--- config.mk ---
export PLATFORM = sky130hd
export DESIGN_NAME = sram_port_arbiter
export DESIGN_NICKNAME = d
export VERILOG_FILES = /design/src/rtl/sram_port_arbiter_pkg.sv /design/src/rtl/sram_port_arbiter_order_fifo.sv /design/src/rtl/sram_port_arbiter.sv
export SDC_FILE = /design/constraint.sdc
export NUM_CORES = 1
export LEC_CHECK = 0
export BUFFER_PORTS_ARGS = -buffer_cell sky130_fd_sc_hd__buf_2
export CORE_AREA = 5 5 119 121
export CTS_BUF_LIST = sky130_fd_sc_hd__clkbuf_4
export DETAILED_ROUTE_END_ITERATION = 16
export DIE_AREA = 0 0 124 126
export PLACE_DENSITY_LB_ADDON = 0.05
export SYNTH_ARGS = -nofsm -noshare
export SYNTH_HDL_FRONTEND = slang
export SYNTH_SLANG_ARGS = --single-unit
--- constraint.sdc ---
create_clock -name aclk -period 2.1 [get_ports aclk]
set_input_delay 0.63 -clock aclk [delete_from_list [all_inputs] [get_ports aclk]]
set_output_delay 0.63 -clock aclk [all_outputs]
set_load 0.05 [all_outputs]
--- src/rtl/sram_port_arbiter_pkg.sv ---
// -----------------------------------------------------------------------------
// sram_port_arbiter_pkg
// Shared definitions for the instruction/data SRAM port arbiter.
//   SRC_INST / SRC_DATA : source IDs stored in the order FIFO
//   SIZE_BYTE/HALF/WORD : SRAM-like transfer size encodings
//   clog2()             : pointer width helper for the order FIFO
// -----------------------------------------------------------------------------
package sram_port_arbiter_pkg;

    // Source ID recorded for every accepted request
    localparam logic SRC_INST = 1'b0;
    localparam logic SRC_DATA = 1'b1;

    // SRAM-like transfer size encodings
    localparam logic [1:0] SIZE_BYTE = 2'd0;
    localparam logic [1:0] SIZE_HALF = 2'd1;
    localparam logic [1:0] SIZE_WORD = 2'd2;

    // Ceiling log2 used to size FIFO pointers; bounded loop keeps it
    // usable as a constant function during elaboration
    function automatic int clog2(input int value);
        int result;
        result = 0;
        for (int i = 0; i < 31; i++) begin
            if ((1 << i) < value) begin
                result = i + 1;
            end
        end
        return result;
    endfunction

endpackage

--- src/rtl/sram_port_arbiter_order_fifo.sv ---
// -----------------------------------------------------------------------------
// order_fifo
// One-bit-wide synchronous FIFO remembering which port issued each accepted
// request, so responses returned in order can be routed back.
// Ports:
//   clk, rst_n : clock and asynchronous active-low reset
//   push, din  : enqueue a source ID (ignored when full)
//   pop        : dequeue the head entry (ignored when empty)
//   full/empty : occupancy flags
//   head       : source ID at the front of the queue
// -----------------------------------------------------------------------------
module order_fifo
    import sram_port_arbiter_pkg::*;
#(
    parameter int DEPTH = 4
) (
    input  logic clk,
    input  logic rst_n,
    input  logic push,
    input  logic din,
    input  logic pop,
    output logic full,
    output logic empty,
    output logic head
);

    localparam int PTR_W = clog2(DEPTH);
    localparam int CNT_W = PTR_W + 1;
    localparam logic [PTR_W-1:0] PTR_ONE  = PTR_W'(1);
    localparam logic [CNT_W-1:0] CNT_ONE  = CNT_W'(1);
    localparam logic [CNT_W-1:0] CNT_FULL = CNT_W'(DEPTH);

    logic [DEPTH-1:0] mem;
    logic [PTR_W-1:0] wr_ptr;
    logic [PTR_W-1:0] rd_ptr;
    logic [CNT_W-1:0] count;
    logic             push_ok;
    logic             pop_ok;

    assign full    = (count == CNT_FULL);
    assign empty   = (count == '0);
    assign head    = mem[rd_ptr];
    assign push_ok = push & ~full;
    assign pop_ok  = pop & ~empty;

    // Entry storage needs no reset: an empty count means nothing is read
    always_ff @(posedge clk) begin
        if (push_ok) begin
            mem[wr_ptr] <= din;
        end
    end

    // Pointers wrap naturally at the power-of-two depth; the count cannot
    // exceed DEPTH because pushes are refused when full
    always_ff @(posedge clk or negedge rst_n) begin
        if (!rst_n) begin
            wr_ptr <= '0;
            rd_ptr <= '0;
            count  <= '0;
        end else begin
            if (push_ok) begin
                wr_ptr <= wr_ptr + PTR_ONE;
            end
            if (pop_ok) begin
                rd_ptr <= rd_ptr + PTR_ONE;
            end
            case ({push_ok, pop_ok})
                2'b10:   count <= count + CNT_ONE;
                2'b01:   count <= count - CNT_ONE;
                default: count <= count;
            endcase
        end
    end

endmodule

--- src/rtl/sram_port_arbiter.sv ---
// -----------------------------------------------------------------------------
// sram_port_arbiter
// Merges the core's instruction and data SRAM-like ports into one master port
// for the AXI bridge, and routes in-order responses back to the issuing port.
// Ports:
//   aclk, aresetn         : clock, asynchronous active-low reset
//   inst_* / data_*       : SRAM-like slave ports from the core
//   m_*                   : merged SRAM-like master port to the bridge
// Parameter:
//   MAX_OUTSTANDING       : order FIFO depth (power of two, >= 2)
// Build option:
//   ARB_ROUND_ROBIN_EN    : when defined, ties alternate between the ports;
//                           otherwise data always beats inst.
// -----------------------------------------------------------------------------
module sram_port_arbiter
    import sram_port_arbiter_pkg::*;
#(
    parameter int MAX_OUTSTANDING = 4
) (
    input  logic        aclk,
    input  logic        aresetn,
    input  logic        inst_req,
    input  logic        inst_wr,
    input  logic [1:0]  inst_size,
    input  logic [31:0] inst_addr,
    input  logic [31:0] inst_wdata,
    input  logic        inst_uncached,
    output logic        inst_addr_ok,
    output logic        inst_data_ok,
    output logic [31:0] inst_rdata,
    input  logic        data_req,
    input  logic        data_wr,
    input  logic [1:0]  data_size,
    input  logic [31:0] data_addr,
    input  logic [31:0] data_wdata,
    input  logic        data_uncached,
    output logic        data_addr_ok,
    output logic        data_data_ok,
    output logic [31:0] data_rdata,
    output logic        m_req,
    output logic        m_wr,
    output logic [1:0]  m_size,
    output logic [31:0] m_addr,
    output logic [31:0] m_wdata,
    output logic        m_uncached,
    input  logic [31:0] m_rdata,
    input  logic        m_addr_ok,
    input  logic        m_data_ok
);

    logic sel;
    logic sel_req;
    logic accept;
    logic resp;
    logic fifo_full;
    logic fifo_empty;
    logic fifo_head;

`ifdef ARB_ROUND_ROBIN_EN
    logic last_grant;

    // On a tie the port that did not win last time goes first; last_grant
    // resets to inst so data wins the first tie
    always_comb begin
        sel = SRC_INST;
        if (inst_req && data_req) begin
            sel = (last_grant == SRC_DATA) ? SRC_INST : SRC_DATA;
        end else if (data_req) begin
            sel = SRC_DATA;
        end
    end

    always_ff @(posedge aclk or negedge aresetn) begin
        if (!aresetn) begin
            last_grant <= SRC_INST;
        end else if (accept) begin
            last_grant <= sel;
        end
    end
`else
    // Fixed priority: data accesses stall the pipeline longer, so they win
    always_comb begin
        sel = data_req ? SRC_DATA : SRC_INST;
    end
`endif

    // Request mux; a full FIFO blocks forwarding even if it pops this cycle
    assign sel_req    = (sel == SRC_DATA) ? data_req      : inst_req;
    assign m_wr       = (sel == SRC_DATA) ? data_wr       : inst_wr;
    assign m_size     = (sel == SRC_DATA) ? data_size     : inst_size;
    assign m_addr     = (sel == SRC_DATA) ? data_addr     : inst_addr;
    assign m_wdata    = (sel == SRC_DATA) ? data_wdata    : inst_wdata;
    assign m_uncached = (sel == SRC_DATA) ? data_uncached : inst_uncached;
    assign m_req      = sel_req & ~fifo_full & aresetn;

    assign accept       = m_req & m_addr_ok;
    assign inst_addr_ok = accept & (sel == SRC_INST);
    assign data_addr_ok = accept & (sel == SRC_DATA);

    // Responses with nothing outstanding are silently dropped
    assign resp         = m_data_ok & ~fifo_empty & aresetn;
    assign inst_data_ok = resp & (fifo_head == SRC_INST);
    assign data_data_ok = resp & (fifo_head == SRC_DATA);
    assign inst_rdata   = m_rdata;
    assign data_rdata   = m_rdata;

    order_fifo #(
        .DEPTH (MAX_OUTSTANDING)
    ) u_order_fifo (
        .clk   (aclk),
        .rst_n (aresetn),
        .push  (accept),
        .din   (sel),
        .pop   (resp),
        .full  (fifo_full),
        .empty (fifo_empty),
        .head  (fifo_head)
    );

endmodule

After elaboration in Yosys (flattened, before gate mapping)
Index checks and enable logic that the tools add are counted.
{"block": "totals", "register_bits": 11, "output_inout_bits": 137, "input_bits": 174, "mem_bits_ro": 0, "n_memories": 0, "wordCells": 45, "latch_bits": 0, "ram_bits": 0}
{"block": "classes", "n_addsub": 4, "shifts": 0, "n_lt_le_gt_ge": 3, "n_div": 0, "mul": 0, "mux": 13, "bitwise_logic": 15, "n_eq_ne": 3, "n_reduce_logical": 3}
{"op": "two-way mux 32 bit", "count": 2}
{"op": "bitwise AND 1 bit", "count": 11}
{"op": "< comparator 2 x 3 -> 1 bit, second input constant", "count": 2}
{"op": "two-way mux 1 bit", "count": 6}
{"op": "one-hot mux 3 bit (2 select lines)", "count": 1}
{"op": "adder 2 x 1 -> 2 bit, second input constant", "count": 2}
{"op": "bitwise mux 4 bit", "count": 1}
{"op": "inverter 1 bit", "count": 4}
{"op": "adder 3 x 1 -> 3 bit, second input constant", "count": 1}
{"op": "equality test 3 bit, second input constant", "count": 1}
{"op": "logical NOT 3 bit", "count": 1}
{"op": "subtractor 3 x 1 -> 3 bit, second input constant", "count": 1}
{"op": "binary-select mux 1 bit (select 2 bit)", "count": 1}
{"op": "demux 1 bit (select 2 bit)", "count": 1}
{"op": "equality test 2 x 1 -> 1 bit, second input constant", "count": 1}
{"op": "equality test 2 bit, second input constant", "count": 1}
{"op": "greater-or-equal comparator 2 x 1 -> 1 bit, second input constant", "count": 1}
{"op": "two-way mux 2 bit", "count": 1}
{"op": "nonzero test 2 bit", "count": 1}
{"op": "logical AND 1 bit", "count": 1}

Logic depth before layout (Yosys ltp)
Gate-level depths: netlist of run 1.
{"block": "depth", "depth_word": 8, "mapped_depth": 10, "mapped_depth_nobuf": 9}

Cells and area by module
A second synthesis of run 1 with hierarchy kept.
{"block": "unflattened", "hier_cells": 192, "hier_area_um2": 2293.4}
{"module": "sram_port_arbiter", "cells_each": 150, "instances": 1, "seq_area_each_um2": 0.0, "area_per_inst_um2": 1710.4}
{"module": "order_fifo", "cells_each": 42, "instances": 1, "seq_area_each_um2": 295.3, "area_per_inst_um2": 583.1}

Least setup slack after synthesis of run 1
Ideal clock, no wire load.
{"block": "synth_path", "kind": "input-to-output", "start": "input data_req", "end": "output inst_addr_ok", "stages": 4, "path_buffers": 1, "slack_ns": -0.470, "t_arrival_ns": 1.940, "required_ns": 1.470, "cell_sequence": "buf_2 -> o21ai_2 -> a211oi_4 -> nor2b_1"}
{"block": "synth_via", "elab_chain_len": 6, "elab_cells_between_ends": 7, "classes_between": "mux (2); bitwise (5)"}
{"item": "start: declaration", "line": "sram_port_arbiter.sv:31", "text": "input logic data_req,"}
{"item": "two-way mux 1 bit", "line": "sram_port_arbiter.sv:83", "text": "sel = data_req ? SRC_DATA : SRC_INST;"}
{"item": "two-way mux 1 bit", "line": "sram_port_arbiter.sv:88", "text": "assign sel_req = (sel == SRC_DATA) ? data_req : inst_req;"}
{"item": "bitwise AND 1 bit (2 in series)", "line": "sram_port_arbiter.sv:94", "text": "assign m_req = sel_req & ~fifo_full & aresetn;"}
{"item": "bitwise AND 1 bit", "line": "sram_port_arbiter.sv:96", "text": "assign accept = m_req & m_addr_ok;"}
{"item": "bitwise AND 1 bit *", "line": "sram_port_arbiter.sv:97", "text": "assign inst_addr_ok = accept & (sel == SRC_INST);"}
{"item": "end: declaration", "line": "sram_port_arbiter.sv:28", "text": "output logic inst_addr_ok,"}
Every way passes the cells marked *; elsewhere a longest branch is shown, timed or not.

Worst setup path in the final report of run 1
{"block": "layout_path", "start": "register u_order_fifo.rd_ptr[0]", "end": "output data_data_ok"}
{"block": "layout_via", "elab_chain_len": 3}
{"item": "start: declaration", "line": "sram_port_arbiter_order_fifo.sv:35", "text": "logic [PTR_W-1:0] rd_ptr;"}
{"item": "start signal: assignment", "line": "sram_port_arbiter_order_fifo.sv:65", "text": "rd_ptr <= rd_ptr + PTR_ONE;"}
{"item": "binary-select mux 1 bit (select 2 bit)", "line": "sram_port_arbiter_order_fifo.sv:42", "text": "assign head = mem[rd_ptr];"}
{"item": "two-way mux 1 bit (not written as such)", "line": "sram_port_arbiter_order_fifo.sv:42"}
{"item": "bitwise AND 1 bit", "line": "sram_port_arbiter.sv:103", "text": "assign data_data_ok = resp & (fifo_head == SRC_DATA);"}
{"item": "end: declaration", "line": "sram_port_arbiter.sv:38", "text": "output logic data_data_ok,"}
No other way between the ends. The select of a mux whose other input is x is not followed.

==> impl_results.rst, run 1 <==
.. list-table::
   :header-rows: 1

   * - Metric
     - Value
   * - Run status
     - finished with violations
   * - Violated checks
     - setup timing
   * - Average wire per cell in the routed design
     - about 17 µm
   * - Max frequency
     - ~470 MHz
   * - Startpoint type of the worst setup path
     - register
   * - Largest voltage drop on the vdd net
     - about 170 µV
   * - Setup Total Neg Slack
     - -0.0385 ns
   * - Origin of the critical flop-to-flop path
     - u_order_fifo.count[1]
   * - Number of antenna violations at the first check in global routing
     - 1
   * - Largest net degree at the start of global routing
     - 15
   * - Seq/Total Area, Yosys
     - between 15 and 20%
   * - Post-Route Hold Slack
     - around 0.25 ns
   * - Clock root buffer master
     - sky130_fd_sc_hd__clkbuf_4
   * - Clock net sink count
     - 11
   * - Final worst path period share
     - 102%
   * - Required @ worst endpoint
     - approximately 1.5 ns
   * - Clock Tree Buf Depth
     - 2
   * - Global route overflow
     - 0
   * - Cell area reported after detailed placement
     - about 0.0028 mm²
   * - Count of synthesis-stage warnings from yosys
     - 0
   * - Clock period minus final worst setup slack
     - about 2.1 ns
   * - Sum of routed wire segments on met1
     - 3320 µm
   * - Share of Yosys cell area claimed by the top area cell type
     - about 40%
   * - GRT Util Overall
     - 10.7%
   * - Number of pins with negative max-slew slack in the final report
     - 0
   * - Netlist area before placement
     - approximately 0.0019 mm²
   * - Via total after detailed routing
     - ~1900
   * - Number of failing setup endpoints in the final timing report
     - 2
   * - Series of cell instances along the critical path
     - mux4_2, and2_4, buf_8
   * - Worst path arrival time
     - around 1.5 ns
   * - Headroom to the max-slew limit
     - around 83%
   * - Final std cell area, no fill
     - about 0.0035 mm²
   * - Clock-pin slew reported for the worst setup and hold paths after clock tree synthesis
     - 0.08 ns
   * - Number of buffer cells added on primary ports
     - between 200 and 250
   * - Final #Nets
     - approximately 540
   * - Flip-flop and latch count after synthesis
     - 11
   * - Inserted Diodes
     - 0
   * - Post-synthesis async set-or-reset flop share
     - between 60% and 70%
   * - Path type of the worst min-delay path
     - input port to asynchronous set/reset pin
   * - PD cells
     - around 550 mW/mm²
   * - Count of flip-flops with a built-in enable after synthesis
     - 4
   * - Most instantiated cells after synthesis
     - 68 x sky130_fd_sc_hd__mux2_2, 64 x sky130_fd_sc_hd__buf_4, 8 x sky130_fd_sc_hd__buf_2, 8 x sky130_fd_sc_hd__inv_1, 7 x sky130_fd_sc_hd__dfrtp_1
   * - RSZ-0062 raised after global routing
     - true
   * - Number of H-tree branching levels
     - 1
   * - Top layer in use
     - met5
   * - Area of the die
     - about 0.016 mm²
   * - Leakage power
     - roughly 0.0017 µW
   * - Vias in the first global route
     - around 2100
   * - Instance count of the mapped netlist
     - about 190
   * - Top-count cell post-synth
     - sky130_fd_sc_hd__mux2_2
   * - Capturing element type of the critical path
     - output port
   * - Post-synth top flop
     - sky130_fd_sc_hd__dfrtp_1
   * - Max FO, Critical Path
     - 2
   * - Source-to-sink clock delay at the later pin of the worst-skew pair
     - approximately 0.27 ns
   * - Count of routing violations after the opening detailed-route iteration
     - 26
   * - Inserted Clock Buffers
     - 3
   * - DR vias/cell
     - ~3.6
   * - Depth of the worst register-to-register path
     - 10
   * - Worst setup path class
     - register to output port
   * - Core Box Area
     - about 0.013 mm²
   * - Wire length on met3
     - around 980 µm
   * - FP Rows
     - between 40 and 50
   * - Synthesized net count
     - approximately 370
   * - Max Clock Skew
     - approximately 0.00042 ns
   * - Final routed DRC violation total
     - 0
   * - Actual transition at the worst max-transition pin
     - 0.261 ns
   * - Met2 wire len
     - 4730 µm
   * - Cell variety after synth
     - 21
   * - Max_cap viols
     - 0
   * - Drt total wl
     - just over 9000 µm
   * - Die boundary height
     - between 100 and 150 µm
   * - Post-detailed-route count of antenna-violating nets
     - 0
   * - I/O pin count
     - 311
   * - Routability-driven placement congestion ratio
     - approximately 0.77
   * - Length of the first detailed-routing pass in iterations
     - 2
   * - Overall Power
     - 1920 µW
   * - First-pass GRT wire length
     - roughly 13000 µm
   * - Clock tree from TritonCTS
     - yes
   * - Final hold viol count
     - 0
   * - Worst setup slack after layout
     - -0.0318 ns
   * - Origin of the worst setup path
     - u_order_fifo.rd_ptr[0]
   * - Initial core utilization
     - around 15%
   * - Fraction of layout instances using a drive strength above 1
     - about 90%
   * - Synth area leaders
     - sky130_fd_sc_hd__mux2_2 40%, sky130_fd_sc_hd__buf_4 25%, sky130_fd_sc_hd__dfrtp_1 9.2%
   * - CP max-delay cell
     - sky130_fd_sc_hd__mux4_2
   * - Horizontal extent of the die
     - ~120 µm
   * - Synth-to-layout area growth
     - 82.0%
   * - Synthesized area per cell
     - roughly 10 µm²
   * - Maximum single-stage delay on the critical path
     - around 0.54 ns
   * - Post-detail-place hpwl
     - 7370 µm
   * - Area leader, netlist
     - sky130_fd_sc_hd__mux2_2
cell type report:
class	count	area [µm²]
fillers	1444	9520
repair buffers	237	1770
multi-input cells	98	1110
flip-flops and latches	11	298
well taps	176	220
inverters	8	30.0
clock buffers	3	22.5
clock inverters	1	5.00
cells by family (layout without fill, tap and decap cells):
kind of cell | Yosys count | count (layout) | share of synthesized area (%)
buffers and inverters | 80 | 249 | 29.0
muxes | 71 | 71 | 42.6
DFF | 11 | 11 | 15.5
adders and majority gates | 6 | 6 | 4.35
xor gates and xnor gates | 6 | 6 | 2.77
and+or+nand+nor | 11 | 11 | 3.10
AOI/OAI and AO/OA | 4 | 4 | 2.64
through the flow:
step / util, % / setup slack [ns] / cells
2_1_floorplan: - / -0.0441 / 189
3_3_place_gp: 21.8 / -0.173 / 520
3_5_place_dp: 21.8 / -0.171 / 520
4_1_cts: 25.2 / -0.0655 / 533
5_1_grt: 26.6 / -0.0919 / 534
6_report: 26.6 / -0.0318 / 534
placed cells by master, fill, tap and decap left out, drive strengths merged, types with 2 or more instances in the layout:
cell,count
inv,8
edfxtp,4
xnor2,4
clkbuf,4
ha,5
dfrtp,7
buf,236
xor2,2
and2,6
nor2,3
mux2,69
sequential cells by signal, summed over array words and instances (netlist names):
register	count
u_order_fifo.count	3
u_order_fifo.mem	4
u_order_fifo.wr_ptr	2
u_order_fifo.rd_ptr	2
metal layers:
metal  up-vias  GRT usage [%]
met1       873           12.4
met3        14           4.30
li1        921              -
met5         -              0
met2       136           18.9
met4         2          0.966
critical path: cells and delay by family (launching register included):
kind / cells / cell delay, ns
buffers and inverters: 1 / 0.14
AND/OR/NAND/NOR: 1 / 0.16
multiplexers: 1 / 0.54
flip-flops: 1 / 0.39
worst paths after layout:
| path | to | slack (ns) |
|---|---|---|
| min | u_order_fifo.rd_ptr[1] | 0.25 |
| max in group asynchronous | u_order_fifo.count[1] | 1.71 |
| max | data_data_ok | -0.03 |
| max reg2reg | u_order_fifo.count[2] | 0.12 |
| min reg2reg | u_order_fifo.rd_ptr[1] | 0.49 |
| min in group aclk | u_order_fifo.rd_ptr[1] | 0.49 |
power by group:
| group | total [µW] | switching, µW | internal, µW | leakage (µW) |
|---|---|---|---|---|
| clock | 155 | 84.3 | 70.5 | 0.0000177 |
| sequential | 399 | 93.6 | 306 | 0.000116 |
| combinational | 1360 | 746 | 615 | 0.00159 |
| total | 1920 | 924 | 992 | 0.00172 |
timing repair:
item                                    in CTS  in global routing
pin swaps                                    2                  2
hold buffers                                 0                  0
endpoints found under the setup margin      72                 31
buffers inserted                             3                  0
cloned                                       6                  1
gates resized for setup                     84                 58
No activity file was read; power rests on OpenSTA's default activity.
==> run 2: changes to the inputs <==
Clock period 2.1 ns to 2.34 ns, I/O delays scaled along.
==> impl_results.rst, run 2 (synthesized netlist as in run 1, its figures left out) <==
.. list-table::
   :header-rows: 1

   * - Metric
     - Value
   * - Run status
     - finished, final reports clean
   * - Final worst path period share
     - 98.9%
   * - Average wire per cell in the routed design
     - 16.5 µm (-3.3%)
   * - Largest voltage drop on the vdd net
     - 140 µV (-19%)
   * - CP max-delay cell
     - sky130_fd_sc_hd__mux2_2
   * - FILL cells
     - 1436 (-0.55%)
   * - Max FO, Critical Path
     - 18 (+16)
   * - Path type of the worst min-delay path
     - input port to asynchronous set/reset pin
   * - Routability-driven placement congestion ratio
     - 0.750 (-2.1%)
   * - Post-detail-place hpwl
     - 7400 µm (+0.35%)
   * - Area of the die
     - 0.0156 mm² (unchanged)
   * - Area of the multi-input gates
     - 0.00107 mm² (-3.8%)
   * - Synth-to-layout area growth
     - 65.3%
   * - Leakage power
     - 0.00159 µW (-7.8%)
   * - Clock-pin slew reported for the worst setup and hold paths after clock tree synthesis
     - 0.07 ns (about the same)
   * - Startpoint type of the worst setup path
     - input port
   * - Post-detailed-route count of antenna-violating nets
     - 0 (unchanged)
   * - Cell area reported after detailed placement
     - 0.00279 mm² (-1.4%)
   * - Number of antenna violations at the first check in global routing
     - 0 (-1)
   * - Source-to-sink clock delay at the later pin of the worst-skew pair
     - 0.27 ns (about the same)
   * - I/O pin count
     - 311 (unchanged)
   * - Number of pins with negative max-slew slack in the final report
     - 0 (unchanged)
   * - GRT Util Overall
     - 9.73% (-0.93 points)
   * - Clock period minus final worst setup slack
     - about 2.3 ns
   * - Max frequency
     - 432 MHz
   * - Headroom to the max-slew limit
     - 78.8% (-4.0 points)
   * - R2R Setup Slk
     - 0.33 ns (+0.21 ns)
   * - Die boundary height
     - 126 µm (unchanged)
   * - Setup Total Neg Slack
     - 0 ns (+0.0385 ns)
   * - Commonest cells after routing, fill and taps aside
     - 147 x sky130_fd_sc_hd__buf_2, 67 x sky130_fd_sc_hd__mux2_2, 51 x sky130_fd_sc_hd__buf_4
   * - Inserted Clock Buffers
     - 3 (unchanged)
   * - Worst setup path class
     - input port to output port
   * - Final hold viol count
     - 0 (unchanged)
   * - Storage cell area
     - 297 µm² (-0.42%)
   * - Clock root buffer master
     - sky130_fd_sc_hd__clkbuf_4
   * - Clock Tree Buf Depth
     - 2 (unchanged)
   * - Final std cell area, no fill
     - 0.00314 mm² (-9.2%)
   * - Max Clock Skew
     - 0.00483 ns (+0.00441 ns)
   * - Depth of the worst register-to-register path
     - 9 (-1)
   * - Capturing element type of the critical path
     - output port
   * - Top Registers
     - u_order_fifo.mem (4), u_order_fifo.count (3)
   * - Worst path arrival time
     - 1.61 ns (+0.11 ns)
   * - Initial core utilization
     - 14.6% (unchanged)
   * - Number of flip-flops in the largest register
     - 4 (unchanged)
   * - Vias in the first global route
     - 2174 (+1.2%)
   * - DR vias/cell
     - 3.55 (-2.7%)
   * - Count of routing violations after the opening detailed-route iteration
     - 13 (-50%)
   * - Drt total wl
     - 8650 µm (-5.1%)
   * - Horizontal extent of the die
     - 124 µm (unchanged)
   * - RSZ-0062 raised after global routing
     - true
   * - Final #Nets
     - 529 (-1.9%)
   * - PD cells
     - 509 mW/mm² (-8.1%)
   * - Hold-fix buffers, CTS
     - 0 (unchanged)
   * - Number of H-tree branching levels
     - 1 (unchanged)
   * - Required @ worst endpoint
     - 1.64 ns (+0.17 ns)
   * - Length of the first detailed-routing pass in iterations
     - 2 (unchanged)
   * - First-pass GRT wire length
     - 11800 µm (-6.7%)
   * - Actual transition at the worst max-transition pin
     - 0.317 ns (+0.0564 ns)
   * - Series of cell instances along the critical path
     - buf_6, clkbuf_16, mux2_2, buf_2
   * - Largest net degree at the start of global routing
     - 39 (+24)
   * - Core Box Area
     - 0.0130 mm² (unchanged)
   * - Clock net sink count
     - 11 (unchanged)
   * - Fraction of layout instances using a drive strength above 1
     - 88.2% (-2.0 points)
   * - Via total after detailed routing
     - 1858 (-4.5%)
   * - Global route overflow
     - 0 (unchanged)
   * - Most frequent standard cell in the layout excluding fill and tap cells
     - sky130_fd_sc_hd__buf_2
   * - FP Rows
     - 42 (unchanged)
   * - Inserted Diodes
     - 0 (unchanged)
   * - Maximum single-stage delay on the critical path
     - 0.33 ns (-0.21 ns)
   * - Register with the most flip-flops
     - u_order_fifo.mem
   * - Max_cap viols
     - 0 (unchanged)
   * - Number of buffer cells added on primary ports
     - 214 (unchanged)
   * - Final routed DRC violation total
     - 0 (unchanged)
   * - Number of failing setup endpoints in the final timing report
     - 0 (-2)
   * - Clock tree from TritonCTS
     - yes
==> run 2: layer usage <==
| metal | up-vias | global-route usage, % | part of all wire, % |
|---|---|---|---|
| met5 | - | 0 | 0 |
| met4 | 0 | 1.55 | 0.52 |
| met3 | 6 | 3.99 | 12 |
| met2 | 131 | 18.8 | 55 |
| met1 | 827 | 9.74 | 32 |
| li1 | 894 | - | - |
==> run 2: per-stage QoR <==
step                setup slack [ns]  cells  hold WS, ns  utilization, %  total power [µW]
global placement             -0.0454    517        0.498            21.5              1380
detailed placement           -0.0439    517        0.480            21.5              1380
finish                        0.0256    524        0.454            24.2              1600
floorplan                   -0.00363    189        0.406               -              1350
CTS                          -0.0266    521        0.448            23.5              1610
global route                 0.00130    524        0.456            24.2              1710
==> run 2: worst max-delay path: cells and delay by family <==
kind                   cells  cell delay (ns)
buffers and inverters      3             0.57
muxes                      1             0.33
==> run 2: final timing paths <==
kind                                   startpoint                      to
max                                      data_req               m_addr[4]
min                                       aresetn   u_order_fifo.count[2]
max reg2reg                 u_order_fifo.count[0]   u_order_fifo.count[2]
min reg2reg                u_order_fifo.rd_ptr[1]  u_order_fifo.rd_ptr[1]
max in group asynchronous                 aresetn   u_order_fifo.count[0]
min in group aclk          u_order_fifo.rd_ptr[1]  u_order_fifo.rd_ptr[1]
==> run 2: cell type report <==
class | instances | area share, %
Clock buffer | 4 | 0.956
Inverter | 8 | 0.956
Multi-Input combinational cell | 98 | 34.1
Sequential cell | 11 | 9.44
Tap cell | 176 | 7.01
Timing Repair Buffer | 227 | 47.6
==> run 2: timing repair <==
action                     in CTS  in global routing
hold endpoints to repair        0                  0
setup endpoints to repair      65                 66
pin swaps                       0                  1
setup buffers                   0                  1
cloned                          0                  2
gates resized for setup        86                  7
==> run 2: where the power goes <==
group	internal (µW)	leakage, µW	switching, µW	total [µW]
Sequential	273	0.000117	77.8	350
Combinational	465	0.00145	641	1110
Clock	77.6	0.0000184	64.7	142
Total	815	0.00159	784	1600
==> run 3: changes to the inputs <==
Settings changed: ABC_CLOCK_PERIOD_IN_PS set to 2340, CTS_BUF_LIST sky130_fd_sc_hd__clkbuf_4 to unset.
==> impl_results.rst, run 3 (synthesized netlist as in run 1, its figures left out) <==
.. list-table::
   :header-rows: 1

   * - Metric
     - Value
   * - Initial core utilization
     - 14.6% (unchanged)
   * - RSZ-0062 raised after global routing
     - false
   * - Path type of the worst min-delay path
     - register to register
   * - Worst Min Path Start
     - u_order_fifo.rd_ptr[1]
   * - Max frequency
     - 433 MHz (+0.11%)
   * - Final #Nets
     - 528 (-0.19%)
   * - Fraction of layout instances using a drive strength above 1
     - 87.6% (-0.61 points)
   * - Final std cell area, no fill
     - 0.00318 mm² (+1.2%)
   * - Headroom to the max-slew limit
     - 78.7% (-0.13 points)
   * - Core Box Area
     - 0.0130 mm² (unchanged)
   * - PD cells
     - 556 mW/mm² (+9.1%)
   * - DR vias/cell
     - 3.55 (about the same)
   * - Number of antenna violations at the first check in global routing
     - 0 (unchanged)
   * - Average wire per cell in the routed design
     - 16.5 µm (+0.30%)
   * - Switching share of power
     - 45.5% (-3.5 points)
   * - Int Pwr
     - 962 µW (+18%)
   * - Inserted Clock Buffers
     - 3 (unchanged)
   * - Worst path arrival time
     - 1.61 ns (about the same)
   * - Number of buffer cells added on primary ports
     - 214 (unchanged)
   * - FP Rows
     - 42 (unchanged)
   * - Top Registers
     - u_order_fifo.mem (4), u_order_fifo.count (3)
   * - Final routed DRC violation total
     - 0 (unchanged)
   * - Clock net sink count
     - 11 (unchanged)
   * - Capturing element type of the critical path
     - output port
   * - Largest voltage drop on the vdd net
     - 169 µV (+21%)
   * - Vias in the first global route
     - 2174 (unchanged)
   * - Post-CTS setup buffer count
     - 0 (unchanged)
   * - Synth-to-layout area growth
     - 67.4%
   * - Run status
     - finished, final reports clean
   * - Final worst path period share
     - 98.8% (-0.11 points)
   * - Largest net degree at the start of global routing
     - 39 (unchanged)
   * - Reg power frac
     - 19.8% (-2.1 points)
   * - Register with the most flip-flops
     - u_order_fifo.mem
   * - Inserted Diodes
     - 0 (unchanged)
   * - Max_cap viols
     - 0 (unchanged)
   * - Clock Tree Buf Depth
     - 2 (unchanged)
   * - Die boundary height
     - 126 µm (unchanged)
   * - Clock group share of total power
     - 17.8% (+8.9 points)
   * - Area of the die
     - 0.0156 mm² (unchanged)
   * - FILL cells
     - 1431 (-0.35%)
   * - Post-detailed-route count of antenna-violating nets
     - 0 (unchanged)
   * - Final hold viol count
     - 0 (unchanged)
   * - Hold-fix buffers, CTS
     - 0 (unchanged)
   * - Number of flip-flops in the largest register
     - 4 (unchanged)
   * - Clock root buffer master
     - sky130_fd_sc_hd__clkbuf_16
   * - Combinational share of power
     - 62.4% (-6.8 points)
   * - Max Clock Skew
     - 0.000768 ns (-0.00406 ns)
   * - Global route overflow
     - 0 (unchanged)
   * - Via total after detailed routing
     - 1856 (-0.11%)
   * - Leakage power
     - 0.00160 µW (+0.87%)
   * - Actual transition at the worst max-transition pin
     - 0.319 ns (+0.00190 ns)
   * - Number of failing setup endpoints in the final timing report
     - 0 (unchanged)
   * - First-pass GRT wire length
     - 11800 µm (+0.35%)
   * - Post-detail-place hpwl
     - 7400 µm (unchanged)
   * - I/O pin count
     - 311 (unchanged)
   * - Startpoint type of the worst setup path
     - input port
   * - Count of routing violations after the opening detailed-route iteration
     - 11 (-2)
   * - Required @ worst endpoint
     - 1.64 ns (about the same)
   * - Clock tree from TritonCTS
     - yes
   * - Number of H-tree branching levels
     - 1 (unchanged)
   * - Clock period minus final worst setup slack
     - 2.31 ns (-0.00257 ns)
   * - Origin of the critical flop-to-flop path
     - u_order_fifo.count[0]
   * - DP Cell Count
     - 517 (unchanged)
   * - Setup Total Neg Slack
     - 0 ns (unchanged)
   * - Origin of the worst setup path
     - data_req
   * - Max FO, Critical Path
     - 18 (unchanged)
   * - Routability-driven placement congestion ratio
     - 0.750 (unchanged)
   * - Drt total wl
     - 8650 µm (+0.10%)
   * - Most frequent standard cell in the layout excluding fill and tap cells
     - sky130_fd_sc_hd__buf_2
   * - Switching power
     - 804 µW (+2.6%)
   * - Cell Count, Final, Fillers Out
     - 523 (-0.19%)
   * - Number of pins with negative max-slew slack in the final report
     - 0 (unchanged)
   * - Horizontal extent of the die
     - 124 µm (unchanged)
   * - Worst setup path class
     - input port to output port
   * - Length of the first detailed-routing pass in iterations
     - 2 (unchanged)
   * - Commonest cells after routing, fill and taps aside
     - 148 x sky130_fd_sc_hd__buf_2, 68 x sky130_fd_sc_hd__mux2_2, 50 x sky130_fd_sc_hd__buf_4
   * - Source-to-sink clock delay at the later pin of the worst-skew pair
     - 0.24 ns (-0.03 ns)
   * - Cell area reported after detailed placement
     - 0.00279 mm² (unchanged)
   * - Clock-pin slew reported for the worst setup and hold paths after clock tree synthesis
     - 0.04 ns (-0.03 ns)
   * - GRT Util Overall
     - 9.75% (+0.018 points)
## run 3: changes by cell type in the layout (fill, tap and decap cells not counted), sizes merged
cell / before / now
clkbuf: 7 / 6
## run 3: layout make-up
type                    count  area, µm²  share of cell area (%)
well taps                 176        220                    6.93
flip-flops and latches     11        295                    9.29
clock buffers               4       78.8                    2.48
inverters                   8       30.0                   0.945
repair buffers            226       1490                    46.8
multi-input cells          98       1070                    33.6
## run 3: layer usage
| layer | vias to the layer above | GRT usage (%) | share of wire (%) |
|---|---|---|---|
| li1 | 893 | - | - |
| met1 | 824 | 9.80 | 32 |
| met2 | 132 | 18.8 | 55 |
| met3 | 7 | 4.13 | 12 |
| met4 | 0 | 1.35 | 0.57 |
| met5 | - | 0 | 0 |
## run 3: worst max-delay path, stage by stage
cell	delay, ns
sky130_fd_sc_hd__buf_8	0.13
sky130_fd_sc_hd__buf_12	0.17
sky130_fd_sc_hd__mux2_2	0.38
sky130_fd_sc_hd__buf_4	0.20
## run 3: worst paths after layout
| kind | endpoint | slack (ns) | cells past startpoint |
|---|---|---|---|
| worst max-delay path | m_addr[12] | 0.03 | 4 |
| worst min-delay path | u_order_fifo.rd_ptr[1] | 0.48 | 1 |
| worst max register to register | u_order_fifo.count[2] | 0.32 | 9 |
| worst min register to register | u_order_fifo.rd_ptr[1] | 0.48 | 1 |
| max in group asynchronous | u_order_fifo.wr_ptr[1] | 1.72 | 3 |
| min in group asynchronous | u_order_fifo.rd_ptr[0] | 0.49 | 3 |
## run 3: repair_timing
action | in CTS | in global routing
pin swaps | 0 | 2
endpoints found under the hold margin | 0 | 0
gates cloned | 0 | 2
resized for setup | 86 | 6
setup endpoints to repair | 65 | 65
## run 3: power by group through the flow
| stage | clock network, µW | registers, µW | logic (µW) |
|---|---|---|---|
| after global routing | 334 | 362 | 1180 |
| after floorplan | 0 | 335 | 1010 |
| after detailed placement | 0 | 356 | 1020 |
| final | 314 | 350 | 1100 |
| after global placement | 0 | 359 | 1020 |
| after CTS | 319 | 353 | 1100 |
## run 3: metrics by stage
step	util [%]	hold WS (ns)	power (µW)	setup slack, ns
2_1_floorplan	-	0.406	1350	-0.00363
3_3_place_gp	21.5	0.498	1380	-0.0454
3_5_place_dp	21.5	0.480	1380	-0.0439
4_1_cts	23.9	0.488	1780	-0.0266
5_1_grt	24.5	0.513	1880	0.00481
6_report	24.5	0.482	1770	0.0282
